File: src/rtl/genius_pkg.sv
// Shared definitions for the Genius LED sequence player: sizes, colour and
// rate encodings, playback states and the colour-to-LED decode.
package genius_pkg;

    localparam int MAX_LEN = 16;
    localparam int SW      = $clog2(MAX_LEN + 1);
    localparam int IW      = $clog2(MAX_LEN);

    localparam logic [1:0] GREEN  = 2'b00;
    localparam logic [1:0] RED    = 2'b01;
    localparam logic [1:0] YELLOW = 2'b10;
    localparam logic [1:0] BLUE   = 2'b11;

    localparam logic [1:0] RATE_025 = 2'd0;
    localparam logic [1:0] RATE_05  = 2'd1;
    localparam logic [1:0] RATE_1   = 2'd2;
    localparam logic [1:0] RATE_2   = 2'd3;

    typedef enum logic [2:0] {
        IDLE   = 3'd0,
        ARM    = 3'd1,
        ON     = 3'd2,
        GAP    = 3'd3,
        FINISH = 3'd4
    } state_t;

    function automatic logic [3:0] colour_onehot(input logic [1:0] col);
        logic [3:0] oh;
        case (col)
            GREEN:   oh = 4'b0001;
            RED:     oh = 4'b0010;
            YELLOW:  oh = 4'b0100;
            BLUE:    oh = 4'b1000;
            default: oh = 4'b0000;
        endcase
        return oh;
    endfunction

endpackage

File: src/rtl/genius_edge_sync.sv
// Brings one slow rate clock into clk_50MHz through two flops, then compares
// against a history flop to flag rising and falling edges.
module genius_edge_sync
    import genius_pkg::*;
(
    input  logic clk_50MHz,
    input  logic reset,
    input  logic d,
    output logic level,
    output logic rise,
    output logic fall
);

    logic sync1_q, sync1_d;
    logic sync2_q, sync2_d;
    logic hist_q,  hist_d;

    // Next-state of the synchronizer chain and history flop.
    always_comb begin
        sync1_d = d;
        sync2_d = sync1_q;
        hist_d  = sync2_q;
    end

    // Synchronizer and history registers.
    always_ff @(posedge clk_50MHz or posedge reset) begin
        if (reset) begin
            sync1_q <= 1'b0;
            sync2_q <= 1'b0;
            hist_q  <= 1'b0;
        end else begin
            sync1_q <= sync1_d;
            sync2_q <= sync2_d;
            hist_q  <= hist_d;
        end
    end

    assign level = sync2_q;
    assign rise  = sync2_q & ~hist_q;
    assign fall  = ~sync2_q & hist_q;

endmodule

File: src/rtl/genius_sequence_player.sv
// Plays a latched colour sequence on the four Genius LEDs, one step per high
// phase of the selected rate clock, dark during each low phase.
module genius_sequence_player
    import genius_pkg::*;
(
    input  logic                   clk_50MHz,
    input  logic                   reset,
    input  logic [3:0]             rate_clk,
    input  logic [1:0]             rate_sel,
    input  logic                   start,
    input  logic [SW-1:0]          seq_len,
    input  logic [2*MAX_LEN-1:0]   seq_data,
    output logic [3:0]             led,
    output logic                   busy,
    output logic                   done,
    output logic [SW-1:0]          step_idx
);

    logic [3:0] rise_s;
    logic [3:0] fall_s;
    logic [3:0] level_unused_s;

    for (genvar g = 0; g < 4; g++) begin : g_sync
        genius_edge_sync u_sync (
            .clk_50MHz (clk_50MHz),
            .reset     (reset),
            .d         (rate_clk[g]),
            .level     (level_unused_s[g]),
            .rise      (rise_s[g]),
            .fall      (fall_s[g])
        );
    end

    state_t                 state_q,    state_d;
    logic [1:0]             sel_q,      sel_d;
    logic [SW-1:0]          len_q,      len_d;
    logic [2*MAX_LEN-1:0]   data_q,     data_d;
    logic [3:0]             led_q,      led_d;
    logic                   busy_q,     busy_d;
    logic                   done_q,     done_d;
    logic [SW-1:0]          step_idx_q, step_idx_d;

    logic                   sel_rise_s;
    logic                   sel_fall_s;
    logic [SW-1:0]          len_clamp_s;
    logic [1:0]             step_col_s;

    // Edge select, requested-length clamp and current step colour lookup.
    always_comb begin
        sel_rise_s  = rise_s[sel_q];
        sel_fall_s  = fall_s[sel_q];
        len_clamp_s = (seq_len > SW'(MAX_LEN)) ? SW'(MAX_LEN) : seq_len;
        step_col_s  = data_q[{step_idx_q[IW-1:0], 1'b0} +: 2];
    end

    // Playback FSM: next state and next registered outputs.
    always_comb begin
        state_d    = state_q;
        sel_d      = sel_q;
        len_d      = len_q;
        data_d     = data_q;
        led_d      = led_q;
        busy_d     = busy_q;
        done_d     = 1'b0;
        step_idx_d = step_idx_q;

        case (state_q)
            IDLE: begin
                led_d  = 4'b0000;
                busy_d = 1'b0;
                if (start) begin
                    sel_d      = rate_sel;
                    data_d     = seq_data;
                    len_d      = len_clamp_s;
                    step_idx_d = {SW{1'b0}};
                    if (len_clamp_s == {SW{1'b0}}) begin
                        state_d = FINISH;
                    end else begin
                        state_d = ARM;
                        busy_d  = 1'b1;
                    end
                end else begin
                    state_d = IDLE;
                end
            end
            // A rise seen straight after reset release is accepted as real.
            ARM: begin
                if (sel_rise_s) begin
                    state_d = ON;
                    led_d   = colour_onehot(step_col_s);
                end else begin
                    state_d = ARM;
                end
            end
            ON: begin
                if (sel_fall_s) begin
                    led_d = 4'b0000;
                    if (step_idx_q == (len_q - SW'(1))) begin
                        state_d = FINISH;
                    end else begin
                        step_idx_d = step_idx_q + SW'(1);
                        state_d    = GAP;
                    end
                end else begin
                    state_d = ON;
                end
            end
            GAP: begin
                led_d = 4'b0000;
                if (sel_rise_s) begin
                    state_d = ON;
                    led_d   = colour_onehot(step_col_s);
                end else begin
                    state_d = GAP;
                end
            end
            FINISH: begin
                led_d   = 4'b0000;
                busy_d  = 1'b0;
                done_d  = 1'b1;
                state_d = IDLE;
            end
            default: begin
                led_d   = 4'b0000;
                busy_d  = 1'b0;
                state_d = IDLE;
            end
        endcase
    end

    // State, latched request and output registers.
    always_ff @(posedge clk_50MHz or posedge reset) begin
        if (reset) begin
            state_q    <= IDLE;
            sel_q      <= 2'b00;
            len_q      <= {SW{1'b0}};
            data_q     <= {(2*MAX_LEN){1'b0}};
            led_q      <= 4'b0000;
            busy_q     <= 1'b0;
            done_q     <= 1'b0;
            step_idx_q <= {SW{1'b0}};
        end else begin
            state_q    <= state_d;
            sel_q      <= sel_d;
            len_q      <= len_d;
            data_q     <= data_d;
            led_q      <= led_d;
            busy_q     <= busy_d;
            done_q     <= done_d;
            step_idx_q <= step_idx_d;
        end
    end

    assign led      = led_q;
    assign busy     = busy_q;
    assign done     = done_q;
    assign step_idx = step_idx_q;

endmodule

File: config.mk
export PLATFORM = sky130hd
export DESIGN_NAME = genius_sequence_player
export DESIGN_NICKNAME = d
export VERILOG_FILES = /design/src/rtl/genius_pkg.sv /design/src/rtl/genius_edge_sync.sv /design/src/rtl/genius_sequence_player.sv
export SDC_FILE = /design/constraint.sdc
export NUM_CORES = 1
export LEC_CHECK = 0
export ABC_AREA = 1
export ABC_CLOCK_PERIOD_IN_PS = 3100
export CAP_MARGIN = 20
export CORE_UTILIZATION = 35
export CTS_BUF_LIST = sky130_fd_sc_hd__clkbuf_4 sky130_fd_sc_hd__clkbuf_8 sky130_fd_sc_hd__clkbuf_16
export DETAILED_ROUTE_END_ITERATION = 12
export GPL_TIMING_DRIVEN = 0
export SYNTH_ARGS = -nofsm -noshare
export SYNTH_HDL_FRONTEND = slang
export SYNTH_SLANG_ARGS = --single-unit
File: constraint.sdc
create_clock -name clk_50MHz -period 3.1 [get_ports clk_50MHz]
set_input_delay 0.93 -clock clk_50MHz [delete_from_list [all_inputs] [get_ports clk_50MHz]]
set_output_delay 0.93 -clock clk_50MHz [all_outputs]
set_load 0.03 [all_outputs]
* Word level (Yosys, flattened, before mapping)
Cells that the tools add are included.
Storage, ports and cells: bits in registers 65, RAM bits 0, logic and storage cells 86, memories 0, ROM bits 0, latch bits 0, bits of input ports 46, output and inout port bits 11
Cells by class: add/sub/neg operators 2, reduce and logical (&&, ||, !) cells 8, divide/modulo/power cells 0, bitwise gates (word level) 16, mux-type cells 25, order comparisons 2, shifts and indexed selects 1, multipliers 0, equality and inequality tests 12
Operators with widths (number):
- $shiftx A32 B6 Y2 | 1
- $mux W5 | 4
- $pmux W4 S4 | 1
- $mux W3 | 4
- $mux W4 | 3
- $pmux W3 S4 | 1
- $pmux W4 S3 | 1
- $pmux W5 S2 | 1
- $and A1 B1 Y1 | 8
- $ne A2 B2 Y1 const B | 4
- $not A1 Y1 | 8
- $eq A3 B2 Y1 const B | 2
- $mux W1 | 6
- $add A5 B1 Y5 const B | 1
- $eq A5 B5 Y1 | 1
- $gt A5 B5 Y1 const B | 1
- $logic_not A5 Y1 | 1
- $sub A5 B1 Y5 const B | 1
- $bmux W1 S2 | 2
- $eq A2 B2 Y1 const B | 2
- $reduce_and A2 Y1 | 2
- $reduce_and A4 Y1 | 1
- $eq A3 B1 Y1 const B | 1
- $eq A3 B3 Y1 const B | 1
- 8 further kinds | 8

* Logic depth before layout (Yosys ltp)
Gate-level depths: netlist of run 1.
word-level depth 6, mapped depth 13, depth with buffers taken out 13

* Modules after synthesis
From an unflattened synthesis of run 1, not the netlist that was laid out.
Unflattened totals: cell total of the unflattened synthesis 402, area, all modules 3080.5 µm²
Modules (own cells, without submodules):
- genius_sequence_player | cells an instance 370, area each 2705.1 µm², instances 1, sequential area each 1326.3 µm²
- genius_edge_sync | cells an instance 8, area each 93.8 µm², instances 4, sequential area each 75.1 µm²

* Worst setup path after synthesis of run 1
No wires, ideal clock.
path type input-to-reg, from in seq_len[2], to reg state_q[0], path buffers 0, stages on the path 5, data required time 2.967 ns, setup slack 1.449 ns, data arrival time 1.518 ns, library setup time 0.133 ns, cell sequence nor3_1 > nand2_1 > nand2_1 > a21boi_0 > o211ai_1
Between the ends: cells in the longest elaborated chain, start to end 6
RTL lines:
- from (decl) | line genius_sequence_player.sv:11 | input logic [SW-1:0] seq_len,
- $gt A5 B5 Y1 | line genius_sequence_player.sv:52 | len_clamp_s = (seq_len > SW'(MAX_LEN)) ? SW'(MAX_LEN) : seq_len;
- $mux W5 (*) | line genius_sequence_player.sv:52
- $logic_not A5 Y1 (*) | line genius_sequence_player.sv:76 | if (len_clamp_s == {SW{1'b0}}) begin
- $mux W3 (*) | line genius_sequence_player.sv:76
- $mux W3 (*) | line genius_sequence_player.sv:71 | if (start) begin
- $pmux W3 S4 (*) | line genius_sequence_player.sv:67 | case (state_q)
- net state_d[0] | line genius_sequence_player.sv:34 | state_t state_q, state_d;
- to (signal assigned) | line genius_sequence_player.sv:143 | state_q <= state_d;
- to (decl) | line genius_sequence_player.sv:34
Mark *: on every way through the listed nets, which the timed path passes. The rest lies on a longest branch. A chain may end at the register's enable or synchronous reset.

* Final worst setup path of run 1
from reg step_idx_q[0] (netlist: step_idx[0]), to out step_idx[0]
RTL lines:
- from (decl) | line genius_sequence_player.sv:41 | logic [SW-1:0] step_idx_q, step_idx_d;
- from (signal assigned) | line genius_sequence_player.sv:141 | step_idx_q <= {SW{1'b0}};
- from (signal assigned) | line genius_sequence_player.sv:150 | step_idx_q <= step_idx_d;
- to (decl) | line genius_sequence_player.sv:16 | output logic [SW-1:0] step_idx
No word-level cell between the ends.

==> results.py, run 1 <==
metrics = {
    "outcome": {
        "status": "complete, no violations",
    },
    "layout": {
        "fin_util_pct": 46.99,
        "area_growth_pct": 30.10,
        "stdcell_count": 574,
        "n_antenna_cell": 0,
        "nNetsFinal": 509,
        "drive_above_1_share_pct": 9.657,
    },
    "yosys": {
        "synth_edf_count": 0,
        "avgSynthCellArea_um2": 7.975,
        "yosys-top-cells-area": "dfrtp_1, nand2_1, o21ai_0",
        "yosys.area.top_type": "dfrtp_1",
        "syn_inst": 393,
        "yosys-top-cells-count": "nand2_1, dfrtp_1, nor2_1",
        "synth_most_common_cell": "nand2_1",
        "synth_top_area_share_pct": 51.90,
        "synth_cell_types": 30,
        "yosysWarnings": 0,
        "syn-num-nets": 441,
        "synth_ff_type": "dfrtp_1",
        "ys_seq_area_share_pct": 51.90,
        "async_reset_ff_share_pct": 100.0,
        "synth-seq-cells": 65,
        "netlist_area_mm2": 0.003134,
    },
    "timing": {
        "max_freq_mhz": 386.7,
        "slew_violations": 0,
        "post-route-period-util_pct": 83.41,
        "worst_clock_skew_ns": 0.01246,
        "slew_headroom_pct": 65.39,
        "hold_viol": 0,
        "tightest_slew_ns": 0.5184,
        "rsz0062_at_grt": "no",
        "setup_viol": 0,
        "hold_ws_ns": 0.3498,
        "post-route-min-period_ns": 2.586,
    },
    "place": {
        "port_buffers": 56,
        "gp_congestion": 0.8294,
        "dp_cells": 558,
        "dp_hpwl_um": 5324,
    },
    "setup_path": {
        "worstPathMaxFanout": 7,
        "start_kind": "flop",
        "cp_num_buf_inv": 1,
        "worstPathCellList": "clkdlybuf4s50_1",
        "reg2reg_depth": 10,
        "cp.arrival_ns": 1.66,
        "critPathSlowestCell": "clkdlybuf4s50_1",
        "critical-path-max-stage-delay_ns": 0.74,
        "worstSetupEndpointType": "output pin",
        "r2r_end": "led[3]",
        "critPathTopFamily": "buffers and inverters",
        "reg2reg_from": "step_idx[0]",
        "r2r_slack_ns": 1.38,
        "crit_type": "flop to output pin",
        "critPathRequiredTime_ns": 2.17,
    },
    "cts": {
        "cts.path.max_buffers": 2,
        "cts_root_buf": "clkbuf_8",
        "clk_pin_slew_ns": 0.07,
        "numCtsBuffers": 9,
        "ctsHtreeMaxLevel": 3,
        "cts_tree": "yes",
        "clk_latency_ns": 0.36,
        "cts_hold_repair.buffers": 0,
        "cts_setup_buffers": 0,
        "cts_sinks": 65,
        "post_cts_resized": 0,
    },
    "pwr": {
        "p_int_mw": 2.191,
        "p_leak_nw": 2.019,
        "power_frac_clock_pct": 22.8,
        "switchingPower_mw": 1.473,
        "ir_drop_uv": 343.9,
        "power_mw": 3.664,
        "power_frac_seq_pct": 36.1,
        "sw_frac_of_total_pct": 40.20,
        "comb_power_share_pct": 41.1,
        "p_per_area_mw_per_mm2": 898.6,
    },
    "routing": {
        "wl_per_cell_um": 12.81,
        "viasPerCell": 4.704,
        "first_pass_iters": 5,
        "drt_iter0_markers": 163,
        "finalWirelength_um": 7353,
        "vias": 2700,
        "drc": 0,
        "ant_nets": 0,
    },
    "floorplan": {
        "die_x_um": 96.63,
        "die_h_um": 96.63,
        "placement_rows": 34,
        "start_util_pct": 36.12,
        "num_io_pins": 57,
        "core-area_mm2": 0.008678,
        "dieArea_mm2": 0.009337,
    },
    "global_routing": {
        "antenna_found_initial": 0,
        "grt_first_pass_wirelength_um": 12880,
        "grt_start_max_net_pins": 43,
        "grt_use_total_pct": 17.39,
        "grt_overflow_total": 0,
        "first_global_vias": 2716,
    },
    "hold_path": {
        "hp-start": "g_sync[3].u_sync.sync1_q",
        "min_path_type": "flop to flop",
        "hold_path_depth": 0,
        "worstHoldEndpoint": "g_sync[3].u_sync.level",
    },
    "flow_run": {
        "drv_cap": 0,
    },
}
state kept, by name, indices dropped and copies added, names as in the netlist:
| register | flops |
|---|---|
| led | 4 |
| g_sync.u_sync.sync1_q | 4 |
| done | 1 |
| len_q | 5 |
| g_sync.u_sync.level | 4 |
| sel_q | 2 |
| data_q | 32 |
| busy | 1 |
| step_idx | 5 |
| state_q | 3 |
| g_sync.u_sync.hist_q | 4 |
worst max-delay path by stage:
| stage | start | cells after the start | slack, ns | endpoint |
|---|---|---|---|---|
| after floorplan | reset | 1 | 0.54 | busy |
| after global placement | reset | 2 | -0.60 | step_idx[4] |
| after detailed placement | start | 6 | 0.75 | state_q[2] |
| after CTS | step_idx[0] | 1 | 0.50 | step_idx[0] |
| after global routing | step_idx[0] | 1 | 0.47 | step_idx[0] |
| final | step_idx[0] | 1 | 0.51 | step_idx[0] |
kinds of logic (layout without fill, tap and decap cells):
| family | after synthesis | in the layout | synth area share [%] |
|---|---|---|---|
| simple gates | 222 | 222 | 29.18 |
| xor+xnor | 3 | 3 | 0.8385 |
| flops | 65 | 65 | 51.90 |
| fa+ha+maj | 2 | 2 | 0.7983 |
| compound gates | 50 | 50 | 9.142 |
| buf+inv | 51 | 124 | 8.144 |
metal layers:
layer / up-vias / routed length (um) / GRT usage, %
met5: - / 0 / 0
li1: 1374 / - / -
met3: 16 / 289 / 3.902
met2: 69 / 3423 / 28.01
met1: 1241 / 3476 / 22.58
met4: 0 / 164 / 7.233
placed cells by master, fill, tap and decap left out, drive strengths merged, types with 2 or more instances in the layout:
master / count
a21oi: 6
o21ai: 31
buf: 10
inv: 38
clkinv: 2
nand3: 24
clkbuf: 15
dfrtp: 65
ha: 2
o211ai: 9
nand2: 161
clkdlybuf4s50: 56
bufinv: 2
nor2: 31
xor2: 2
nor3: 4
power groups by stage:
stage / logic, mW / clock network (mW) / registers (mW)
floorplan: 1.05 / 0 / 1.35
global placement: 1.46 / 0 / 1.33
detailed placement: 1.50 / 0 / 1.34
CTS: 1.51 / 0.851 / 1.32
global route: 1.71 / 0.893 / 1.36
finish: 1.51 / 0.835 / 1.32
layout make-up:
type	count	area [um^2]
buffer	14	116.4
clock buffer	10	137.6
clock inverter	6	90.09
fill	872	4601
inverter	37	138.9
multi-input combinational	277	1252
sequential	65	1627
tap	108	135.1
timing repair buffer	57	580.6
per-stage QoR:
| step | TNS, ns | worst slack (ns) | area [um^2] |
|---|---|---|---|
| after floorplan | 0 | 0.5435 | 3134 |
| after global placement | -38.98 | -0.6029 | 3830 |
| after detailed placement | 0 | 0.7454 | 3850 |
| after CTS | 0 | 0.4954 | 4078 |
| after global routing | 0 | 0.4656 | 4078 |
| final | 0 | 0.5142 | 4078 |
Note: power is estimated with default switching activity, not from simulation.
==> run 2, diff against run 1 <==
--- a/config.mk
+++ b/config.mk
@@ -6,7 +6,7 @@
 export NUM_CORES = 1
 export LEC_CHECK = 0
 export ABC_AREA = 1
-export ABC_CLOCK_PERIOD_IN_PS = 3100
+export ABC_CLOCK_PERIOD_IN_PS = 2300
 export CAP_MARGIN = 20
 export CORE_UTILIZATION = 35
 export CTS_BUF_LIST = sky130_fd_sc_hd__clkbuf_4 sky130_fd_sc_hd__clkbuf_8 sky130_fd_sc_hd__clkbuf_16
==> constraint.sdc (replaced) <==
create_clock -name clk_50MHz -period 2.3 [get_ports clk_50MHz]
set_input_delay 0.69 -clock clk_50MHz [delete_from_list [all_inputs] [get_ports clk_50MHz]]
set_output_delay 0.69 -clock clk_50MHz [all_outputs]
set_load 0.03 [all_outputs]
==> run 2 against run 1 <==
  * Global-route usage fell by 0.41 points
  * Non-clock buffer count unchanged
  * Clock skew decreased by 0.0054 ns
  * Final cell count stayed put
  * Clock power rose by 6.5%
  * Critical endpoint is now step_idx[2]
  * Largest power group unchanged
==> results.py, run 2 (synthesis gave the netlist of run 1 again) <==
metrics = {
    "floorplan": {
        "num_io_pins": 57,
        "dieArea_mm2": 0.009337,
        "start_util_pct": 36.12,
        "placement_rows": 34,
        "die_h_um": 96.63,
        "core-area_mm2": 0.008678,
        "die_x_um": 96.63,
    },
    "global_routing": {
        "grt_first_pass_wirelength_um": 12670,
        "first_global_vias": 2723,
        "grt_overflow_total": 0,
        "grt_start_max_net_pins": 40,
        "antenna_found_initial": 0,
        "grt_use_total_pct": 16.98,
    },
    "place": {
        "dp_hpwl_um": 5378,
        "port_buffers": 56,
        "dpl_cell_area_mm2": 0.003854,
        "gp_congestion": 0.8578,
    },
    "outcome": {
        "status": "complete, no violations",
    },
    "timing": {
        "tightest_slew_ns": 0.6155,
        "post-route-min-period_ns": 2.154,
        "hold_viol": 0,
        "slew_headroom_pct": 58.88,
        "max_freq_mhz": 464.2,
        "rsz0062_at_grt": "no",
        "setup_viol": 0,
        "worst_clock_skew_ns": 0.007075,
        "post-route-period-util_pct": 93.67,
        "slew_violations": 0,
        "tns_ns": 0,
    },
    "cts": {
        "clk_latency_ns": 0.34,
        "clk_pin_slew_ns": 0.07,
        "cts_hold_repair.buffers": 0,
        "cts.path.max_buffers": 2,
        "ctsHtreeMaxLevel": 3,
        "cts_root_buf": "clkbuf_8",
        "numCtsBuffers": 9,
        "cts_tree": "yes",
        "cts_sinks": 65,
    },
    "setup_path": {
        "worstSetupEndpointType": "output pin",
        "critical-path-max-stage-delay_ns": 0.70,
        "critical_path.startpoint": "step_idx[2]",
        "reg2reg_from": "step_idx[0]",
        "worstPathMaxFanout": 4,
        "cp.arrival_ns": 1.46,
        "r2r_end": "led[1]",
        "critPathTopFamily": "buffers and inverters",
        "worstPathCellList": "clkdlybuf4s50_1",
        "critPathRequiredTime_ns": 1.61,
        "start_kind": "flop",
        "r2r_slack_ns": 0.53,
        "worst-path-stages": 1,
        "cp_num_buf_inv": 1,
        "critPathCapture": "step_idx[2]",
        "critPathSlowestCell": "clkdlybuf4s50_1",
        "crit_type": "flop to output pin",
        "reg2reg_depth": 10,
    },
    "routing": {
        "drt_iter0_markers": 104,
        "finalWirelength_um": 7245,
        "drc": 0,
        "ant_nets": 0,
        "viasPerCell": 4.610,
        "vias": 2646,
        "wl_per_cell_um": 12.62,
        "first_pass_iters": 4,
    },
    "layout": {
        "nNetsFinal": 509,
        "drive_above_1_share_pct": 9.657,
        "layout_common_cells": "nand2_1, dfrtp_1, clkdlybuf4s50_1, nor2_1, inv_1",
        "top_register": "data_q",
        "area_growth_pct": 28.54,
        "n_antenna_cell": 0,
        "fillCellCount": 894,
        "final_cell_area_mm2": 0.004029,
        "layout_commonest_cell": "nand2_1",
        "largest_reg_flops": 32,
    },
    "hold_path": {
        "min_path_type": "flop to flop",
        "hp-start": "g_sync[3].u_sync.sync1_q",
    },
    "pwr": {
        "ir_drop_uv": 400.6,
        "p_per_area_mw_per_mm2": 1165,
        "power_mw": 4.693,
        "p_leak_nw": 1.998,
    },
    "flow_run": {
        "drv_cap": 0,
    },
}
==> run 2: cell types whose count changed in the layout (fill, tap and decap cells not counted) <==
cell             delta
bufinv_16           -2
clkinv_2            +2
clkbuf_4            +1
clkdlybuf4s50_1     -1
clkinvlp_4          +1
dlygate4sd2_1       +1
inv_2               -1
inv_6               -1
==> run 2: metal layers <==
layer  wire length (um)  track usage [%]  up-vias
met2               3288            26.92       59
met4                171            6.544        0
li1                   -                -     1373
met3                306            4.191       13
met1               3478            22.41     1201
met5                  0                0        -
==> run 2: worst min path at each step <==
stage	to	cells past startpoint
2_1_floorplan	g_sync[0].u_sync.level	0
3_3_place_gp	g_sync[3].u_sync.level	0
3_5_place_dp	g_sync[2].u_sync.level	0
4_1_cts	g_sync[2].u_sync.level	0
5_1_grt	g_sync[3].u_sync.level	0
6_report	g_sync[3].u_sync.level	0
==> run 2: cell type report <==
| type | instances | area (um^2) | share of cell area [%] |
|---|---|---|---|
| Clock buffer | 11 | 145.1 | 3.602 |
| Tap cell | 108 | 135.1 | 3.354 |
| Multi-Input combinational cell | 277 | 1252 | 31.09 |
| Inverter | 37 | 142.6 | 3.540 |
| Clock inverter | 5 | 31.28 | 0.7764 |
| Timing Repair Buffer | 57 | 579.3 | 14.38 |
| Buffer | 14 | 116.4 | 2.888 |
| Sequential cell | 65 | 1627 | 40.37 |
==> run 2: stage by stage <==
step           cells  hold slack [ns]  util, %  worst slack, ns
6_report         574           0.3489    46.42           0.1456
5_1_grt          574           0.3638    46.42          0.08612
4_1_cts          574           0.3510    46.42           0.1217
3_5_place_dp     558           0.3347    44.41           0.1876
3_3_place_gp     557           0.3354    44.18          0.06086
2_1_floorplan    393           0.3312        -           0.7810
==> run 2: power breakdown <==
| group | internal, mW | leakage, nW | switching [mW] |
|---|---|---|---|
| logic | 0.766 | 1.09 | 1.26 |
| registers | 1.54 | 0.812 | 0.239 |
| clock network | 0.429 | 0.0925 | 0.460 |
==> run 2: timing repair <==
item                                    in CTS  in global routing
hold endpoints to repair                     0                  0
endpoints found under the setup margin       1                  0
gates resized for setup                      1                  0
setup buffers                                0                  0
==> run 3, diff against run 2 <==
--- a/config.mk
+++ b/config.mk
@@ -12,6 +12,7 @@
 export CTS_BUF_LIST = sky130_fd_sc_hd__clkbuf_4 sky130_fd_sc_hd__clkbuf_8 sky130_fd_sc_hd__clkbuf_16
 export DETAILED_ROUTE_END_ITERATION = 12
 export GPL_TIMING_DRIVEN = 0
+export SKIP_LAST_GASP = 1
 export SYNTH_ARGS = -nofsm -noshare
 export SYNTH_HDL_FRONTEND = slang
 export SYNTH_SLANG_ARGS = --single-unit
==> results of run 3 <==
Final layout, timing and power as in run 2 (identical DEF).
